$ cat config.mk
export PLATFORM = sky130hd
export DESIGN_NAME = pipeline_hazard_controller
export DESIGN_NICKNAME = d
export VERILOG_FILES = /design/src/rtl/pipeline_hazard_controller.sv
export SDC_FILE = /design/constraint.sdc
export NUM_CORES = 1
export LEC_CHECK = 0
export BUFFER_PORTS_ARGS = -buffer_cell sky130_fd_sc_hd__buf_4
export CAP_MARGIN = 10
export CORE_AREA = 5 5 42 44
export DETAILED_ROUTE_END_ITERATION = 8
export DIE_AREA = 0 0 47 49
export HOLD_SLACK_MARGIN = 0.05
export PLACE_DENSITY_LB_ADDON = 0.3
export SLEW_MARGIN = 40
export SYNTH_ARGS = -nofsm -noshare
export SYNTH_HDL_FRONTEND = slang
export SYNTH_SLANG_ARGS = --single-unit
$ cat constraint.sdc
create_clock -name clk -period 1.6 [get_ports clk]
set_input_delay 0.32 -clock clk [delete_from_list [all_inputs] [get_ports clk]]
set_output_delay 0.32 -clock clk [all_outputs]
set_load 0.005 [all_outputs]
$ cat src/rtl/pipeline_hazard_controller.sv
// pipeline_hazard_controller: enable/flush sequencing for load-use, branch, wide MEM ops and interrupt drain.
// Define HAZARD_STATS_EN to add saturating stall_cycles/flush_events counters.
module pipeline_hazard_controller #(
  parameter int REG_NUM_W    = 3,
  parameter int DRAIN_CYCLES = 3
) (
  input  logic                 clk,
  input  logic                 reset,
  input  logic [REG_NUM_W-1:0] id_src1_num,
  input  logic [REG_NUM_W-1:0] id_src2_num,
  input  logic                 id_uses_src1,
  input  logic                 id_uses_src2,
  input  logic                 ex_mem_read,
  input  logic [REG_NUM_W-1:0] ex_dst_num,
  input  logic                 branch_taken,
  input  logic                 mem_wide_op,
  input  logic                 int_req,
  output logic                 pc_en,
  output logic                 fd_en,
  output logic                 de_en,
  output logic                 em_en,
  output logic                 mw_en,
  output logic                 fd_flush,
  output logic                 de_flush,
  output logic                 mw_flush,
  output logic                 mem_half,
  output logic                 int_ack,
`ifdef HAZARD_STATS_EN
  output logic [15:0]          stall_cycles,
  output logic [15:0]          flush_events,
`endif
  output logic [1:0]           state_dbg
);
  typedef enum logic [1:0] {RUN = 2'd0, MEM_HI = 2'd1, INT_DRAIN = 2'd2, INT_ACK = 2'd3} state_t;
  localparam int CW = DRAIN_CYCLES > 1 ? $clog2(DRAIN_CYCLES) : 1;
  localparam logic [CW-1:0] LAST = CW'(DRAIN_CYCLES - 1);
  state_t state, state_nxt;
  logic int_pending, hold, hold_nxt, load_use, low_half, br_hon;
  logic [CW-1:0] drain_cnt, drain_cnt_nxt;
  assign load_use = ex_mem_read && ((id_uses_src1 && id_src1_num == ex_dst_num) ||
                                    (id_uses_src2 && id_src2_num == ex_dst_num));
  always_ff @(posedge clk) begin
    if (!reset) begin
      state       <= RUN;
      int_pending <= 1'b0;
      hold        <= 1'b0;
      drain_cnt   <= '0;
    end else begin
      state       <= state_nxt;
      int_pending <= int_req || (int_pending && state != INT_ACK);
      hold        <= hold_nxt;
      drain_cnt   <= drain_cnt_nxt;
    end
  end
  always_comb begin
    low_half      = mem_wide_op && (state == RUN || (state == INT_DRAIN && !hold));
    br_hon        = reset && branch_taken && !low_half && state != INT_ACK;
    {pc_en, fd_en, de_en, em_en, mw_en} = 5'b11111;
    {fd_flush, de_flush, mw_flush} = 3'b000;
    mem_half      = state == MEM_HI || (state == INT_DRAIN && hold);
    int_ack       = state == INT_ACK;
    state_dbg     = state;
    state_nxt     = state;
    hold_nxt      = 1'b0;
    drain_cnt_nxt = drain_cnt;
    if (state == INT_DRAIN || state == INT_ACK) begin
      pc_en    = 1'b0;
      fd_flush = 1'b1;
    end
    // the low half holds EX, so branch and load-use wait for the high half
    if (low_half) begin
      {pc_en, fd_en, de_en, em_en} = 4'b0000;
      mw_flush = 1'b1;
    end else if (br_hon) begin
      pc_en    = 1'b1;
      fd_flush = 1'b1;
      de_flush = 1'b1;
    end else if (load_use && (state == RUN || state == MEM_HI)) begin
      pc_en    = 1'b0;
      fd_en    = 1'b0;
      de_flush = 1'b1;
    end
    case (state)
      RUN: begin
        if (low_half) state_nxt = MEM_HI;
        else if (!branch_taken && !load_use && int_pending) begin
          state_nxt     = INT_DRAIN;
          drain_cnt_nxt = '0;
        end
      end
      MEM_HI: state_nxt = RUN;
      INT_DRAIN: begin
        if (low_half) hold_nxt = 1'b1;
        else if (drain_cnt == LAST) state_nxt = INT_ACK;
        else drain_cnt_nxt = drain_cnt + 1'b1;
      end
      default: state_nxt = RUN;
    endcase
    if (!reset) begin
      {pc_en, fd_en, de_en, em_en, mw_en} = 5'b00000;
      {fd_flush, de_flush, mw_flush} = 3'b111;
      mem_half  = 1'b0;
      int_ack   = 1'b0;
      state_dbg = 2'd0;
    end
  end
`ifdef HAZARD_STATS_EN
  always_ff @(posedge clk) begin
    if (!reset) begin
      stall_cycles <= '0;
      flush_events <= '0;
    end else begin
      if (!pc_en && stall_cycles != 16'hFFFF) stall_cycles <= stall_cycles + 16'd1;
      if (br_hon && flush_events != 16'hFFFF) flush_events <= flush_events + 16'd1;
    end
  end
`endif
endmodule

==> results.yml <==
final_layout:
  final_common_cell: "buf_4"
  antennaDiodeCount: 0
  multi_input_area_um2: 386.6
  final_util_pct: 61.34
  final_layout_size_suffix_gt1_share_pct: 49.51
  final_cell_mix: "28 x buf_4, 6 x nand2_1, 6 x buf_6"
  syn2layout_area_growth_pct: 62.80
  fillers: 131
  fin_area_um2: 859.6
  register_area_um2: 122.6
  nets: 123
worst_setup_path:
  critical_path_class: "in2out"
  worst-path-max-fanout: 3
  cp.arrival_ns: 1.31
  start_kind: "input port"
  cp_cell_sequence: "buf_4 > xnor2_1 > and4_4 > o21a_4 > a211oi_2 > buf_4"
  end_kind: "output port"
  cpPeakStageDelay_ns: 0.21
  crit_top_cell: "buf_4"
  slowest_stage: "o21a_4"
  required_ns: 1.28
route:
  first_iter_violations: 13
  viasPerCell: 5.328
  drcViolationCount: 0
  drt-total-wl_mm: 1.542
  wl_per_cell_um: 12.96
  ant_nets: 0
  dr.pass1.iters: 4
  num_vias: 634
die:
  core_mm2: 0.001401
  die_w_um: 47
  chipHeight_um: 49
  die_area_mm2: 0.002303
  fp-row-count: 14
  ioPinCount: 29
  start_util_pct: 37.68
timing:
  relSlewSlack_pct: 77.54
  setup_violations: 1
  clock_skew_ns: 0.004591
  setup_ws_ns: -0.03475
  rsz0062_at_grt: "true"
  finalSetupTns_ns: -0.03475
  final.period_utilization_pct: 102.2
  finalMaxSlewViolations: 0
  tightestPinTransition_ns: 0.3327
  max_freq_ghz: 0.6117
  post-route-min-period_ns: 1.635
  finalHoldViolCount: 0
synth:
  syn_nets: 88
  yosysWarnings: 0
  synth_cell_type_count: 34
  avgSynthCellArea_um2: 7.543
  synthCells: 70
  ys_seq_area_share_pct: 22.75
  synth_seq_cells: 6
  syn_area_um2: 528.0
clocking:
  cts.path.max_buffers: 2
  worstSkewPairLatency_ns: 0.25
  hold_buffers: 0
  cts_sinks: 6
  htreeDepth: 1
  cts_root_buf: "clkbuf_4"
  cts_made_buffers: 3
  clkTransAtPathRegs_ns: 0.04
  cts_tree: "built"
grt:
  gr-total-overflow: 0
  grt_pass1_wl_mm: 2.415
  grt_pass1_vias: 613
  grt_usage_pct: 14.71
  antenna_found_initial: 0
  grt_max_degree: 12
placement:
  dp_hpwl_mm: 1.167
  port_buffers: 28
  gp_congestion: 0.7784
  postPlaceCellArea_um2: 750.7
flow_run:
  max_cap_viol_count: 0
pwr:
  leakage_nw: 0.3873
  p_per_area_mw_per_mm2: 554.1
  ir_drop_mv: 0.3833
outcome:
  violations: "negative setup slack"
  status: "finished, violations left"
min_path:
  hold_path.class: "in2reg"
-- registers in the layout (all words and copies together), names as in the netlist --
| register | count |
|---|---|
| hold | 1 |
| drain_cnt | 2 |
| int_pending | 1 |
| state | 2 |
-- Yosys cell counts --
cell type / instances / area share [%]
nor3_1: 2 / 1.9
nand3_1: 1 / 0.95
and3_1: 2 / 2.4
and4_1: 1 / 1.7
nor2_1: 4 / 2.8
o21a_1: 1 / 1.4
inv_1: 6 / 4.3
a21oi_1: 4 / 3.8
a31oi_1: 2 / 2.4
a211oi_2: 1 / 2.4
or3_1: 1 / 1.2
o32ai_1: 1 / 1.7
ha_1: 1 / 2.4
buf_6: 1 / 2.1
dfxtp_1: 6 / 23
o311ai_0: 1 / 1.7
nand2b_1: 1 / 1.2
or4_1: 1 / 1.4
clkbuf_1: 1 / 0.71
and4_4: 1 / 2.1
o21ai_0: 3 / 2.8
a32oi_1: 1 / 1.7
inv_2: 1 / 0.71
nand2_1: 6 / 4.3
o211ai_1: 3 / 4.3
buf_4: 2 / 2.8
nand3b_1: 1 / 1.4
a21boi_0: 1 / 1.4
o22ai_1: 2 / 2.4
nor3b_1: 2 / 2.8
a21bo_2: 1 / 1.9
xnor2_1: 6 / 10
and2_1: 1 / 1.2
nor2b_1: 1 / 1.2
-- area by class of cell --
type	count	share of cell area [%]
Clock buffer	3	2.620
Inverter	7	3.493
Multi-Input combinational cell	53	44.98
Sequential cell	6	14.26
Tap cell	16	2.329
Timing Repair Buffer	34	32.31
-- per-stage QoR --
step / std cells / power (mW) / hold WS, ns / worst slack (ns)
after floorplan: 70 / 0.2316 / 0.4374 / 0.05890
after global placement: 113 / 0.3055 / 0.4876 / -0.05494
after detailed placement: 113 / 0.3080 / 0.5022 / -0.07312
after CTS: 119 / 0.4740 / 0.2832 / -0.01988
after global routing: 119 / 0.5042 / 0.3013 / -0.07695
final: 119 / 0.4762 / 0.2809 / -0.03475
-- where the power goes --
part / switching [mW] / leakage (nW) / internal (mW)
Combinational: 0.0694 / 0.324 / 0.0974
Sequential: 0.00628 / 0.0498 / 0.156
Clock: 0.0621 / 0.0138 / 0.0853
Total: 0.138 / 0.387 / 0.338
-- critical path, delay by kind of cell --
family	cells	cell delay, ns
xor gates and xnor gates	1	0.12
and+or+nand+nor	1	0.19
buffers and inverters	2	0.26
AOI/OAI and AO/OA	2	0.41
-- cell families after synthesis --
family          synth area share [%]
compound gates                 27.73
xor+xnor                       9.953
fa+ha+maj                      2.369
buf+inv                        10.66
flops                          22.75
simple gates                   26.54
-- per-layer routing --
metal	track usage [%]	part of all wire, %	routed length (um)	vias to the layer above
met1	15.13	37	572	275
met5	0	0	0	-
met2	24.89	52	809	34
met3	4.428	7.8	121	5
li1	-	-	-	320
met4	8.295	2.5	39	0
-- worst paths after layout --
kind / cells after the start / slack (ns) / endpoint / start
max: 6 / -0.03 / pc_en / id_src1_num[1]
min: 3 / 0.28 / int_pending / int_req
max reg2reg: 6 / 0.21 / drain_cnt[0] / drain_cnt[0]
min reg2reg: 2 / 0.50 / int_pending / int_pending
-- timing repair --
action | 4_1_cts | 5_1_grt
setup endpoints to repair | 5 | 5
pin swaps | 8 | 1
resized for setup | 11 | 7
buffers inserted | 3 | 0
(Power assumes the default switching activity.)
